<file path="src/rtl/uart_ping_pkg.sv">
// Shared types and constants for the UART ping initiator.
// Holds the FSM state enum, the counter width and the expected reply offset.
package uart_ping_pkg;

  typedef enum logic [1:0] {
    ST_IDLE,
    ST_SEND,
    ST_WAIT_RX,
    ST_GAP
  } state_t;

  localparam int         CNT_W        = 16;
  localparam logic [7:0] REPLY_OFFSET = 8'd1;

  // Counters stick at all-ones instead of wrapping.
  function automatic logic [CNT_W-1:0] sat_inc(input logic [CNT_W-1:0] v);
    return (v == {CNT_W{1'b1}}) ? v : v + {{(CNT_W-1){1'b0}}, 1'b1};
  endfunction

endpackage

</file>
<file path="src/rtl/ping_timer.sv">
// Loadable down-counter; expired is high while the count sits at zero.
// Used for both the reply timeout and the inter-exchange gap.
module ping_timer
  import uart_ping_pkg::*;
#(
  parameter int W = 16
) (
  input  logic         clock,
  input  logic         reset,
  input  logic         load,
  input  logic         en,
  input  logic [W-1:0] load_val,
  output logic         expired
);

  logic [W-1:0] count;

  always_ff @(posedge clock or posedge reset) begin
    if (reset)
      count <= '0;
    else if (load)
      count <= load_val;
    else if (en && count != '0)
      count <= count - {{(W-1){1'b0}}, 1'b1};
  end

  assign expired = (count == '0);

endmodule

</file>
<file path="src/rtl/uart_ping_initiator.sv">
// Ping initiator: sends seq, expects seq+1 back, tallies pass/fail/timeout.
// Define UART_PING_ERR_CAPTURE_EN to add last_err (rx_data of the latest mismatch).
module uart_ping_initiator
  import uart_ping_pkg::*;
#(
  parameter int TIMEOUT_CYCLES = 50000,
  parameter int GAP_CYCLES     = 1000
) (
  input  logic             clock,
  input  logic             reset,
  input  logic             enable,
  output logic [7:0]       tx_data,
  output logic             tx_send,
  input  logic             tx_idle,
  input  logic [7:0]       rx_data,
  input  logic             rx_valid,
  output logic             busy,
  output logic [CNT_W-1:0] pass_cnt,
  output logic [CNT_W-1:0] fail_cnt,
`ifdef UART_PING_ERR_CAPTURE_EN
  output logic [7:0]       last_err,
`endif
  output logic [CNT_W-1:0] timeout_cnt
);

  localparam int TMAX = (TIMEOUT_CYCLES > GAP_CYCLES) ? TIMEOUT_CYCLES : GAP_CYCLES;
  localparam int TW   = $clog2(TMAX + 1);
  // Timers count down to zero, so N cycles of residence means loading N-1.
  localparam logic [TW-1:0] TO_LOAD  = TW'(TIMEOUT_CYCLES - 1);
  localparam logic [TW-1:0] GAP_LOAD = TW'(GAP_CYCLES - 1);

  state_t     state;
  logic [7:0] seq;
  logic       in_wait;
  logic       rx_hit;
  logic       to_hit;
  logic       reply_ok;
  logic       to_exp;
  logic       gap_exp;

  assign in_wait  = (state == ST_WAIT_RX);
  assign rx_hit   = in_wait && rx_valid;
  assign to_hit   = in_wait && !rx_valid && to_exp;
  assign reply_ok = (rx_data == seq + REPLY_OFFSET);

  // tx_send is decoded from the state register and the live tx_idle so it can
  // never be high in a cycle where the transmitter is not idle.
  assign tx_send = (state == ST_SEND) && tx_idle;
  assign tx_data = seq;
  assign busy    = (state != ST_IDLE);

  ping_timer #(.W(TW)) u_timeout (
    .clock    (clock),
    .reset    (reset),
    .load     (tx_send),
    .en       (in_wait),
    .load_val (TO_LOAD),
    .expired  (to_exp)
  );

  ping_timer #(.W(TW)) u_gap (
    .clock    (clock),
    .reset    (reset),
    .load     (rx_hit || to_hit),
    .en       (state == ST_GAP),
    .load_val (GAP_LOAD),
    .expired  (gap_exp)
  );

  always_ff @(posedge clock or posedge reset) begin
    if (reset) begin
      state       <= ST_IDLE;
      seq         <= 8'h00;
      pass_cnt    <= '0;
      fail_cnt    <= '0;
      timeout_cnt <= '0;
    end else begin
      case (state)
        ST_IDLE:
          if (enable) state <= ST_SEND;
        ST_SEND:
          if (tx_idle) state <= ST_WAIT_RX;
        ST_WAIT_RX: begin
          // A reply landing on the expiry cycle still counts as a reply.
          if (rx_valid) begin
            if (reply_ok) pass_cnt <= sat_inc(pass_cnt);
            else          fail_cnt <= sat_inc(fail_cnt);
            seq   <= seq + 8'd1;
            state <= ST_GAP;
          end else if (to_exp) begin
            timeout_cnt <= sat_inc(timeout_cnt);
            seq         <= seq + 8'd1;
            state       <= ST_GAP;
          end
        end
        ST_GAP:
          if (gap_exp) state <= enable ? ST_SEND : ST_IDLE;
        default:
          state <= ST_IDLE;
      endcase
    end
  end

`ifdef UART_PING_ERR_CAPTURE_EN
  always_ff @(posedge clock or posedge reset) begin
    if (reset)
      last_err <= 8'h00;
    else if (rx_hit && !reply_ok)
      last_err <= rx_data;
  end
`endif

endmodule

</file>
<file path="config.mk">
export PLATFORM = sky130hd
export DESIGN_NAME = uart_ping_initiator
export DESIGN_NICKNAME = d
export VERILOG_FILES = /design/src/rtl/uart_ping_pkg.sv /design/src/rtl/ping_timer.sv /design/src/rtl/uart_ping_initiator.sv
export SDC_FILE = /design/constraint.sdc
export NUM_CORES = 1
export LEC_CHECK = 0
export ABC_AREA = 1
export CAP_MARGIN = 20
export CORE_AREA = 2 2 146 148
export DETAILED_ROUTE_END_ITERATION = 16
export DIE_AREA = 0 0 148 150
export PLACE_DENSITY = 0.45
export SYNTH_ARGS = -nofsm -noshare
export SYNTH_HDL_FRONTEND = slang
export SYNTH_HIERARCHICAL = 1
export SYNTH_SLANG_ARGS = --single-unit
</file>
<file path="constraint.sdc">
create_clock -name clock -period 4.09 [get_ports clock]
set_input_delay 0.409 -clock clock [delete_from_list [all_inputs] [get_ports clock]]
set_output_delay 0.409 -clock clock [all_outputs]
set_load 0.02 [all_outputs]
</file>
* Yosys cells after proc, flatten, opt, wreduce, memory -nomap -nowiden
Index checks and enable logic that the tools add are counted.
Word-level totals: register bits after elaboration 90, bits in latches 0, bits in writable memories 0, ROM bits 0, input bits 13, output and inout bits 58, logic and storage cells 64, memories 0
Cells by class: add/subtract/negate cells 6, multiply operators 0, divide/modulo/power cells 0, order comparisons 0, equal/unequal tests 11, shift operators 0, muxes and demuxes 13, bitwise operators 5, reduce and logical (&&, ||, !) cells 22
Operator list (count):
- 16-bit 2-to-1 mux | 4
- 16-bit by 1-bit adder with 16-bit output, second input constant | 3
- 16-bit equality test, second input constant | 3
- 16-bit logical NOT | 2
- 16-bit nonzero test | 2
- 16-bit by 1-bit subtractor with 16-bit output, second input constant | 2
- 8-bit 2-to-1 mux | 2
- 4-bit AND reduction | 4
- 2-bit 2-to-1 mux | 5
- 8-bit by 1-bit adder with 8-bit output, second input constant | 1
- 8-bit equality test | 1
- 2-bit one-hot mux with 4 select lines | 1
- 2-bit nonzero test | 4
- 1-bit logical AND | 6
- 2-bit inequality test, second input constant | 3
- 1-bit inverter | 5
- 2-bit equality test, second input constant | 2
- 3-bit by 2-bit inequality test with 1-bit output, second input constant | 1
- 2-bit by 1-bit equality test with 1-bit output, second input constant | 1
- 2-bit logical NOT | 1
- 2-bit AND reduction | 1
- 1-bit logical NOT | 1
- 1-bit logical OR | 1
- 1-bit 2-to-1 mux | 1

* Longest topological paths before layout
word-level depth 5, depth in mapped cells 17, gate-level depth less buffers 15

* Cells and area by module
Netlist, hierarchy kept.
By module, submodules not included:
- uart_ping_initiator | times used 1, cells an instance 510, area each 3797.4 um2, sequential area each 1451.4 um2
- ping_timer | times used 2, cells an instance 170, area each 1126.1 um2, sequential area each 400.4 um2

* Least setup slack after synthesis
OpenSTA, ideal clock, no wires.
kind flip-flop to flip-flop, start register u_timeout.count[0], end register u_gap.count[12], library setup time 120 ps, arrival time 2483 ps, path slack 1487 ps, cell stages (with the launch flop) 16, cells stage by stage dfrtp_1 inv_1 ha_1 nand2_2 nor2_1 nand3b_1 nor3_1 inv_1 nor3_1 nor2_1 inv_1 clkbuf_2 clkinv_1 or2_2 o21ai_0 nor2_1
On the way: longest elaborated chain between the ends 4, elaborated cells on any way between the ends 5, classes of those cells mux (1); reduce/logical (4)
RTL lines:
- start, declared | line ping_timer.sv:16 | logic [W-1:0] count;
- start signal, assigned | line ping_timer.sv:22 | count <= load_val;
- start signal, assigned | line ping_timer.sv:24 | count <= count - {{(W-1){1'b0}}, 1'b1};
- 16-bit logical NOT * | line ping_timer.sv:27 | assign expired = (count == '0);
- net to_exp | line uart_ping_initiator.sv:38 | logic to_exp;
- 1-bit logical AND * | line uart_ping_initiator.sv:43 | assign to_hit = in_wait && !rx_valid && to_exp;
- 1-bit logical OR * | line uart_ping_initiator.sv:64 | .load (rx_hit || to_hit),
- 16-bit 2-to-1 mux / 2-bit nonzero test (equally long branches)
- end signal, assigned | line ping_timer.sv:22
- end signal, assigned | line ping_timer.sv:24
- end, declared | line ping_timer.sv:16
The timed path passes the listed nets; every way through them passes the cells marked *. A chain may end at the register's enable or synchronous reset.

* Worst setup path after layout
start register u_timeout.count[0], end register u_gap.count[14]
Same word-level chain as after synthesis.

==> impl_metrics.csv <==
group,metric,value,unit
cells_and_area,drive_above_1_share,7.82,%
clocking,post_cts_resized,0,
die,io_pins,71,
clocking,hold_buffers,0,
die,fp.dieH,150,um
global_route,grt_pass1_vias,5259,
detailed_routing,routed_via_density,4.41,
sta,hold_viol,0,
cells_and_area,final_common_cell,"nand2_1",
detailed_routing,routedWlPerCell,12.5,um
power,peakVddDrop,0.000210,V
critical_path,worstSetupStartpointType,"register",
clocking,cts_max_level,3,
cells_and_area,area_growth,22.9,%
power,p_per_area,528,nW/um2
clocking,cts_tree,"built",
critical_path,critical-path-max-stage-delay,0.39,ns
die,start_util,29.2,%
placement,globalplace.congestion,0.798,
sta,worst_pin_slew,0.885,ns
critical_path,crit_arrival,3.39,ns
detailed_routing,drtIter0Drc,276,
cells_and_area,layout_common_cells,"nand2_1 (264), dfrtp_1 (90), inv_1 (89), nor2_1 (86), nand3_1 (85)",
detailed_routing,firstDrtPassIters,4,
clocking,clock-root-buffer,"clkbuf_16",
sta,finalSetupViolCount,0,
sta,fin_crit,3.16,ns
synth,synth_cell_types,39,
detailed_routing,drc_errors,0,
critical_path,crit_path_top_delay_cell,"dfrtp_1",
cells_and_area,nets,978,
sta,rsz0062_at_grt,"false",
cells_and_area,diodes,0,
clocking,clk_pin_slew,0.08,ns
sta,setup_tns,0,ns
placement,dpl_cell_area,7140,um2
flow_run,max-cap-violations,0,
die,dieArea,22200,um2
placement,port_buffers,70,
synth,ys_ff_latch,90,
global_route,antenna_found_initial,1,
synth,yosys_warnings,6,
die,row_count,53,
synth,yosysSeqAreaShare,37.2,%
clocking,ctsLongestPathBuffers,2,
detailed_routing,routed_wl,15.4,mm
clocking,cts_buffers,9,
sta,slew_viol_final,0,
clocking,clock_latency,0.35,ns
critical_path,crit_path_end_kind,"register",
status,status,"finished, final reports clean",
global_route,grt_overflow,0,
global_route,grt_max_degree,32,
cells_and_area,final_area,7440,um2
placement,dp_hpwl,11.4,mm
sta,skew,0.0111,ns
die,core_area,20700,um2
clocking,cts_setup_buffers,0,
synth,synthCells,850,
detailed_routing,num_vias,5440,
synth,syn_area_per_cell,7.12,um2
worst_hold_path,worstHoldPathType,"register to register",
critical_path,critPathKind,"register to register",
global_route,grtUsageTotal,14.4,%
sta,period_share,77.2,%
sta,max_slew_margin,40.8,%
critical_path,cp_data_required_time,4.32,ns
clocking,clock_sinks,90,
critical_path,worstPathCellList,"inv_1, ha_1, nand2_2, nor2_1, nand3b_1, nor3_1, inv_1, nor3_1, nor2_1, inv_1, clkinv_1, nand3_1, inv_2, nand3_1, nand3_1",
critical_path,crit_fanout,12,
detailed_routing,ant_nets,0,
global_route,grt_pass1_wl,26.0,mm
power,p_leak,3.52,nW
synth,netlist_area,6050,um2
die,die_w,148,um
sta,fmax,317,MHz
cell usage after synthesis (all sizes together):
master | number | share of area [%]
nand3 | 90 | 8.1
nand3b | 4 | 0.50
nand2 | 289 | 19
clkbuf | 4 | 0.29
a311oi | 1 | 0.14
o21ai | 21 | 1.7
and3 | 1 | 0.10
or2 | 6 | 0.62
and2 | 2 | 0.21
o22ai | 1 | 0.10
dlygate4sd1 | 2 | 0.29
nor2 | 98 | 6.8
nor4 | 4 | 0.41
dfrtp | 90 | 37
clkinv | 4 | 0.25
buf | 6 | 0.95
xor2 | 32 | 4.6
xnor2 | 21 | 3.0
xnor3 | 1 | 0.37
o31ai | 1 | 0.12
o21bai | 5 | 0.68
inv | 94 | 5.8
a21oi | 2 | 0.17
conb | 2 | 0.12
nand4 | 42 | 4.3
ha | 11 | 2.3
a31oi | 1 | 0.10
nor3 | 15 | 1.2
through the flow:
step                std cells  hold slack (ns)  power, mW  setup WS [ns]  utilization, %
floorplan                 880            0.323       2.67           1.49               -
global placement         1217            0.501       3.14           1.10            34.5
detailed placement       1217            0.505       3.13          0.942            34.5
CTS                      1233            0.524       3.97          0.904            35.9
global route             1234            0.561       4.27          0.583            35.9
finish                   1234            0.524       3.93          0.934            35.9
power breakdown:
group	internal, mW	switching (mW)	leakage, nW
Clock	0.425	0.400	0.139
Sequential	1.10	0.276	1.16
Combinational	0.652	1.07	2.22
cell families after synthesis:
family	synth area share, %
and+or+nand+nor	41.7
xor gates and xnor gates	8.05
DFF	37.2
adders and majority gates	2.28
AOI/OAI and AO/OA	3.06
buffers and inverters	7.61
other	0.124
cell type report:
type	instances	area, um2
clock inverters	7	58.8
well taps	275	344
repair buffers	75	738
fillers	2210	13300
flip-flops and latches	90	2250
inverters	98	368
clock buffers	9	225
multi-input cells	680	3450
registers in the layout (all words and copies together), names as in the netlist:
| signal | count |
|---|---|
| fail_cnt | 16 |
| pass_cnt | 16 |
| timeout_cnt | 16 |
| u_gap/count | 16 |
| u_timeout/count | 16 |
| tx_data | 8 |
| state | 2 |
per-layer routing:
metal  share of wire (%)  global-route usage (%)  wire length (um)  vias up
met5               0.084                       0                13        -
met4                0.64                    2.86                99        2
met3                 2.3                    2.62               358        8
met2                  45                    23.1              6980       48
met1                  52                    20.4              7980     2489
li1                    -                       -                 -     2893
worst max-delay path: cells and delay by family (launching register included):
family	cells	cell delay (ns)
and+or+nand+nor	9	1.68
buffers and inverters	5	0.75
adders and majority gates	1	0.22
DFF	1	0.39
final timing paths:
check | start | to | slack [ns] | cells past startpoint
worst max-delay path | u_timeout/count[0] | u_gap/count[14] | 0.93 | 15
worst max register to register | u_timeout/count[0] | u_gap/count[14] | 0.93 | 15
min in group asynchronous | reset | u_gap/count[7] | 0.55 | 2
worst min register to register | u_timeout/count[0] | u_timeout/count[0] | 0.52 | 2
worst min-delay path | u_timeout/count[0] | u_timeout/count[0] | 0.52 | 2
max in group asynchronous | reset | fail_cnt[11] | 2.66 | 3
No activity file was read; power rests on OpenSTA's default activity.
